### config.mk
export PLATFORM = sky130hd
export DESIGN_NAME = vram_arbiter
export DESIGN_NICKNAME = d
export VERILOG_FILES = /design/src/rtl/vram_arbiter.sv
export SDC_FILE = /design/constraint.sdc
export NUM_CORES = 1
export LEC_CHECK = 0
export BUFFER_PORTS_ARGS = -buffer_cell sky130_fd_sc_hd__buf_4
export CAP_MARGIN = 20
export CELL_PAD_IN_SITES_DETAIL_PLACEMENT = 0
export CELL_PAD_IN_SITES_GLOBAL_PLACEMENT = 2
export CORE_MARGIN = 4
export CORE_UTILIZATION = 30
export CTS_CLUSTER_SIZE = 40
export DETAILED_ROUTE_END_ITERATION = 8
export GPL_ROUTABILITY_DRIVEN = 0
export PLACE_DENSITY = 0.83
export SYNTH_ARGS = -nofsm -noshare
export SYNTH_HDL_FRONTEND = slang
export SYNTH_SLANG_ARGS = --single-unit
### constraint.sdc
create_clock -name clk -period 3.5 [get_ports clk]
set_input_delay 0.525 -clock clk [delete_from_list [all_inputs] [get_ports clk]]
set_output_delay 0.525 -clock clk [all_outputs]
set_load 0.02 [all_outputs]
### src/rtl/vram_arbiter.sv
// vram_arbiter: shares one single-port video SRAM between VGA scan-out and the CPU.
// Video fetches own every even pix in the fetch window on framebuffer lines;
// the CPU gets all other cycles through a three-cycle req/ack handshake.
module vram_arbiter #(
   parameter int unsigned ADDR_W      = 16,
   parameter int unsigned LINE_BYTES  = 200,
   parameter int unsigned V_LINES     = 300,
   parameter int unsigned FETCH_FIRST = 6,
   parameter int unsigned FETCH_LAST  = 404
) (
   input  logic              clk,
   input  logic              reset,
   input  logic [8:0]        pix,
   input  logic [8:0]        line,
   input  logic              visible,
   output logic [3:0]        color,
   output logic [ADDR_W-1:0] mem_addr,
   output logic [7:0]        mem_wdata,
   output logic              mem_we,
   input  logic [7:0]        mem_rdata,
   input  logic              cpu_req,
   input  logic              cpu_we,
   input  logic [ADDR_W-1:0] cpu_addr,
   input  logic [7:0]        cpu_wdata,
   output logic              cpu_ack,
   output logic [7:0]        cpu_rdata
);

   typedef enum logic [1:0] {
      IDLE = 2'd0,
      CAPT = 2'd1,
      ACK  = 2'd2
   } state_t;

   state_t              state_q, state_d;
   logic [ADDR_W-1:0]   line_base_q;
   logic [7:0]          pix_byte_q;
   logic                vslot_q;
   logic                cpu_we_q;
   logic                cpu_ack_q;
   logic [7:0]          cpu_rdata_q;
   logic                vslot_c;
   logic                grant_c;
   logic [ADDR_W-1:0]   video_addr_c;

   // Video slot decode and fetch address for the current beam position.
   always_comb begin
      vslot_c      = (line < 9'(V_LINES)) && !pix[0] &&
                     (pix >= 9'(FETCH_FIRST)) && (pix <= 9'(FETCH_LAST));
      video_addr_c = line_base_q + ADDR_W'((pix - 9'(FETCH_FIRST)) >> 1);
   end

   // CPU handshake next-state and SRAM port mux; video always wins its slot.
   always_comb begin
      state_d   = state_q;
      grant_c   = 1'b0;
      mem_addr  = cpu_addr;
      mem_wdata = cpu_wdata;
      mem_we    = 1'b0;
      if (vslot_c) begin
         mem_addr = video_addr_c;
      end
      case (state_q)
         IDLE: begin
            if (cpu_req && !vslot_c && !reset) begin
               grant_c = 1'b1;
               mem_we  = cpu_we;
               state_d = CAPT;
            end
         end
         CAPT:    state_d = ACK;
         ACK:     state_d = IDLE;
         default: state_d = IDLE;
      endcase
   end

   // State, handshake and video data registers.
   always_ff @(posedge clk) begin
      if (reset) begin
         state_q     <= IDLE;
         line_base_q <= '0;
         pix_byte_q  <= '0;
         vslot_q     <= 1'b0;
         cpu_we_q    <= 1'b0;
         cpu_ack_q   <= 1'b0;
         cpu_rdata_q <= '0;
      end else begin
         state_q     <= state_d;
         line_base_q <= ADDR_W'(line) * ADDR_W'(LINE_BYTES);
         vslot_q     <= vslot_c;
         cpu_ack_q   <= (state_q == CAPT);
         if (vslot_q) begin
            pix_byte_q <= mem_rdata;
         end
         if (grant_c) begin
            cpu_we_q <= cpu_we;
         end
         if ((state_q == CAPT) && !cpu_we_q) begin
            cpu_rdata_q <= mem_rdata;
         end
      end
   end

   // Even pix shows the high nibble, odd pix the low nibble.
   always_comb begin
      color = visible ? (pix[0] ? pix_byte_q[3:0] : pix_byte_q[7:4]) : 4'h0;
   end

   assign cpu_ack   = cpu_ack_q;
   assign cpu_rdata = cpu_rdata_q;

endmodule
# Word-level counts from Yosys, hierarchy flattened
# Index checks and enable logic that the tools add are counted.
# totals
register_bits	37
latch_bits	0
ramBits	0
romBits	0
in_bits	55
output_inout_bits	38
elab_cells	36
mem_count	0
# op_classes
n_addsub	2
multipliers	1
div	0
magnitude_cmp	3
n_eq_ne	2
shift	0
mux	9
n_bitwise	0
n_reduce_logical	11
# ops
cell	count
16-bit by 15-bit adder with 16-bit output	1
16-bit 2-to-1 mux	1
9-bit by 5-bit multiplier with 13-bit output, second input constant	1
9-bit by 3-bit subtractor with 10-bit output, second input constant	1
9-bit by 3-bit greater-or-equal comparator with 1-bit output, second input constant	1
9-bit less-or-equal comparator, second input constant	1
9-bit less-than comparator, second input constant	1
4-bit 2-to-1 mux	2
1-bit logical AND	6
1-bit zero test	4
1-bit 2-to-1 mux	4
2-bit case mux with 2 select lines	1
2-bit by 1-bit equality test with 1-bit output, second input constant	1
2-bit zero test	1
2-bit 2-to-1 mux	1
2-bit inequality test, second input constant	1

# Logic depth before layout (Yosys ltp)
# depth
ltp_word	9
ltp_mapped	13
depth_no_buf	13

# Worst setup path after synthesis
# Ideal clock, no wire load.
# synth_path
kind	input-to-output
startpoint	input pix[1]
endpoint	output mem_addr[15]
t_arrival_ps	2860
required_time_ps	2975
setup_slack_ps	115
stages	9
cell_sequence	ha_1 or2_4 and4bb_2 ha_1 a2111o_1 o21ai_0 a32oi_1 xnor2_1 a21oi_1
# synth_via
elab_chain_cells	4
# synth_lines
element	line	rtl
from (decl)	13	input logic [8:0] pix,
branches (longest 3 deep; another with 16-bit by 15-bit adder with 16-bit output)	-	
16-bit 2-to-1 mux *	60	if (vslot_c) begin
to (decl)	17	output logic [ADDR_W-1:0] mem_addr,
# Every way passes the cells marked *.

# Worst setup path in the final report
# layout_path
startpoint	input pix[2]
endpoint	output mem_addr[12]
# Same word-level chain as after synthesis.

==> summary.md <==
| Metric | Value |
|---|---|
| Ranking of synthesized cells by area | `dfxtp_1 (24%), ha_1 (20%), mux2i_1 (7.3%)` |
| Die Area | `0.0112 sq mm` |
| All-Layer GR Usage | `12.0%` |
| Cell variety after synth | `47` |
| Hold Path Cell Cnt | `1` |
| FF+latch count, synth | `34` |
| CP required | `2.97 ns` |
| Most used DFF post-synth | `dfxtp_1` |
| Worst skew pair latency | `0.28 ns` |
| Initial Util | `30.8%` |
| Layout cells sized above 1 | `38.1%` |
| Async SR Flop Fraction | `0%` |
| Largest net degree at the start of global routing | `34` |
| Mapped Cells | `309` |
| Max VDD drop | `0.150 mV` |
| Reg2Reg Capture Point | `cpu_rdata[1]` |
| Yosys warnings | `0` |
| H-tree depth | `2` |
| Synth area leader | `dfxtp_1` |
| Critical-path maximum fanout | `5` |
| DRC errors left | `0` |
| HP Class | `flop to flop` |
| Status | `finished, final reports clean` |
| Worst Setup End Kind | `primary output` |
| Layout net count | `512` |
| Avg Cell Area, Syn | `9.26 sq um` |
| Grt ovf | `0` |
| Synth Cell Area | `0.00286 sq mm` |
| Critical path type | `input port to primary output` |
| Via count | `2399` |
| Synth-to-Final Area Change | `42.5%` |
| Setup crit start kind | `input port` |
| First drt pass iteration count | `4` |
| Final WL | `6940 microns` |
| Pwr Total | `1.58 mW` |
| Fin crit share | `99.7%` |
| Chip Width | `106 microns` |
| Port Buffer Count | `76` |
| CTS tree | `built` |
| Number of enable flip-flop cells after synthesis | `0` |
| Height of the die | `106 microns` |
| Clock Tree Buf Depth | `2` |
| Core footprint | `0.00928 sq mm` |
| Final setup vio count | `0` |
| Worst Setup SP | `pix[2]` |
| MaxCap Viol Count | `0` |
| Slew Limit Fails | `0` |
| Slew HR | `68.0%` |
| Synth Net Count | `415` |
| Num CTS Buffers | `5` |
| Vias per inst | `4.48` |
| Hold Buf Count CTS | `0` |
| Pre-CTS WS | `-0.106 ns` |
| Worst clock skew | `0.00833 ns` |
| CTS clk-pin slew, worst paths | `0.07 ns` |
| Row cnt | `35` |
| Total power divided by cell area | `389 mW/mm^2` |
| Clk root buf | `clkbuf_8` |
| Flop-to-flop setup slack | `2.27 ns` |
| RR Startpoint | `state_q[1]` |
| Final ANT Viol Nets | `0` |
| LEAKAGE | `1.95 nW` |
| N_diodes | `0` |
| Initial antenna violation count | `0` |
| Yosys top cell area share | `23.8%` |
| Post-synth top cells | `ha_1 (46), nor2_1 (39), dfxtp_1 (34)` |
| Unrepaired setup endpoints after global routing | `true` |
| Sink Count | `34` |
| Max Clk Rate | `287 MHz` |
| Hold Crit Start | `cpu_we_q` |
| Critical Path AT | `2.96 ns` |
| CP Capture Point | `mem_addr[12]` |
| Final Critical Period | `3.49 ns` |
| Final Hold Fails | `0` |
| Sequential-to-total area share from yosys stat | `23.8%` |
| I/O pins | `93` |
| FF-to-FF path depth | `4` |
| Worst slew pin tran | `0.476 ns` |
| Setup ws final | `0.0114 ns` |
| DRT iter0 DRCs | `56` |
| Routed wire length per instance | `12.9 microns` |
| First-pass GRT wire length | `11200 microns` |
| Most common cell in the netlist | `ha_1` |
| Post-detail-place hpwl | `5500 microns` |
| Vias in the first global route | `2374` |
-- critical path, stage by stage --
cell and delay [ns]:
buf_8 0.10, ha_4 0.15, or2_4 0.25, and4bb_4 0.38
buf_6 0.11, ha_4 0.16, buf_6 0.11, and3_4 0.19
nand2_4 0.05, a211oi_4 0.27, nor2_1 0.10, xnor2_1 0.16
mux2_4 0.27, buf_6 0.13
-- stage by stage --
step,utilization [%],cell area (sq um),hold slack (ns),setup TNS [ns],instances
after global placement,39.4,3660,0.457,-0.191,519
after CTS,42.4,3940,0.479,-0.00969,531
after floorplan,-,2860,0.450,0,309
after detailed placement,39.4,3660,0.465,-0.344,519
final,43.9,4080,0.479,0,536
after global routing,43.9,4080,0.486,-0.269,536
-- worst min path at each step --
stage	to	slack (ns)
detailed placement	cpu_we_q	0.46
CTS	pix_byte_q[6]	0.48
finish	cpu_we_q	0.48
global route	line_base_q[3]	0.49
floorplan	cpu_we_q	0.45
global placement	cpu_we_q	0.46
-- cell type report --
type                    count  area (sq um)
clock buffers               6          82.6
clock inverters             2          60.1
fillers                   951          5210
inverters                  26          97.6
multi-input cells         233          2150
flip-flops and latches     34           681
well taps                 129           161
repair buffers            106           846
-- registers in the layout (all words and copies together) (netlist names) --
register / cells
cpu_rdata: 8
pix_byte_q: 8
cpu_ack: 1
vslot_q: 1
line_base_q: 13
cpu_we_q: 1
state_q: 2
-- logic make-up after synthesis --
logic type      count (synthesis)  share of synthesized area (%)
simple gates                   82                           14.3
buf+inv                        42                           7.08
xor+xnor                       23                           7.04
mux                            33                           12.2
flops                          34                           23.8
compound gates                 44                           11.9
fa+ha+maj                      51                           23.6
-- what timing repair did --
item | CTS | global route
pin swaps | 16 | 16
endpoints found under the hold margin | 0 | 0
endpoints found under the setup margin | 8 | 8
setup buffers | 4 | 5
resized for setup | 23 | 20
-- cell usage in the layout (no fill, tap or decap), types with 4 or more instances in the layout --
cell,instances
ha_4,4
mux2i_1,21
inv_1,25
xor2_1,11
mux2_2,9
xnor2_1,12
nor2_1,38
ha_1,41
a21o_1,4
dfxtp_1,34
fa_1,4
o21ai_0,7
clkbuf_8,6
a21oi_1,6
nor2b_1,11
buf_4,96
nand2_1,10
buf_6,8
-- report_power, final --
group / leakage [nW] / switching (mW) / total [mW] / internal [mW]
Sequential: 0.279 / 0.0269 / 0.457 / 0.431
Combinational: 1.60 / 0.334 / 0.684 / 0.349
Clock: 0.0714 / 0.140 / 0.444 / 0.304
-- layer usage --
layer | vias to the layer above | GRT usage, % | wire, microns | share of wire [%]
li1 | 1241 | - | - | -
met1 | 1102 | 16.9 | 3420 | 49
met2 | 51 | 18.8 | 3170 | 46
met3 | 5 | 2.02 | 287 | 4.1
met4 | 0 | 3.42 | 69 | 0.99
met5 | - | 0 | 0 | 0
Power figures use the tool's default switching activity.
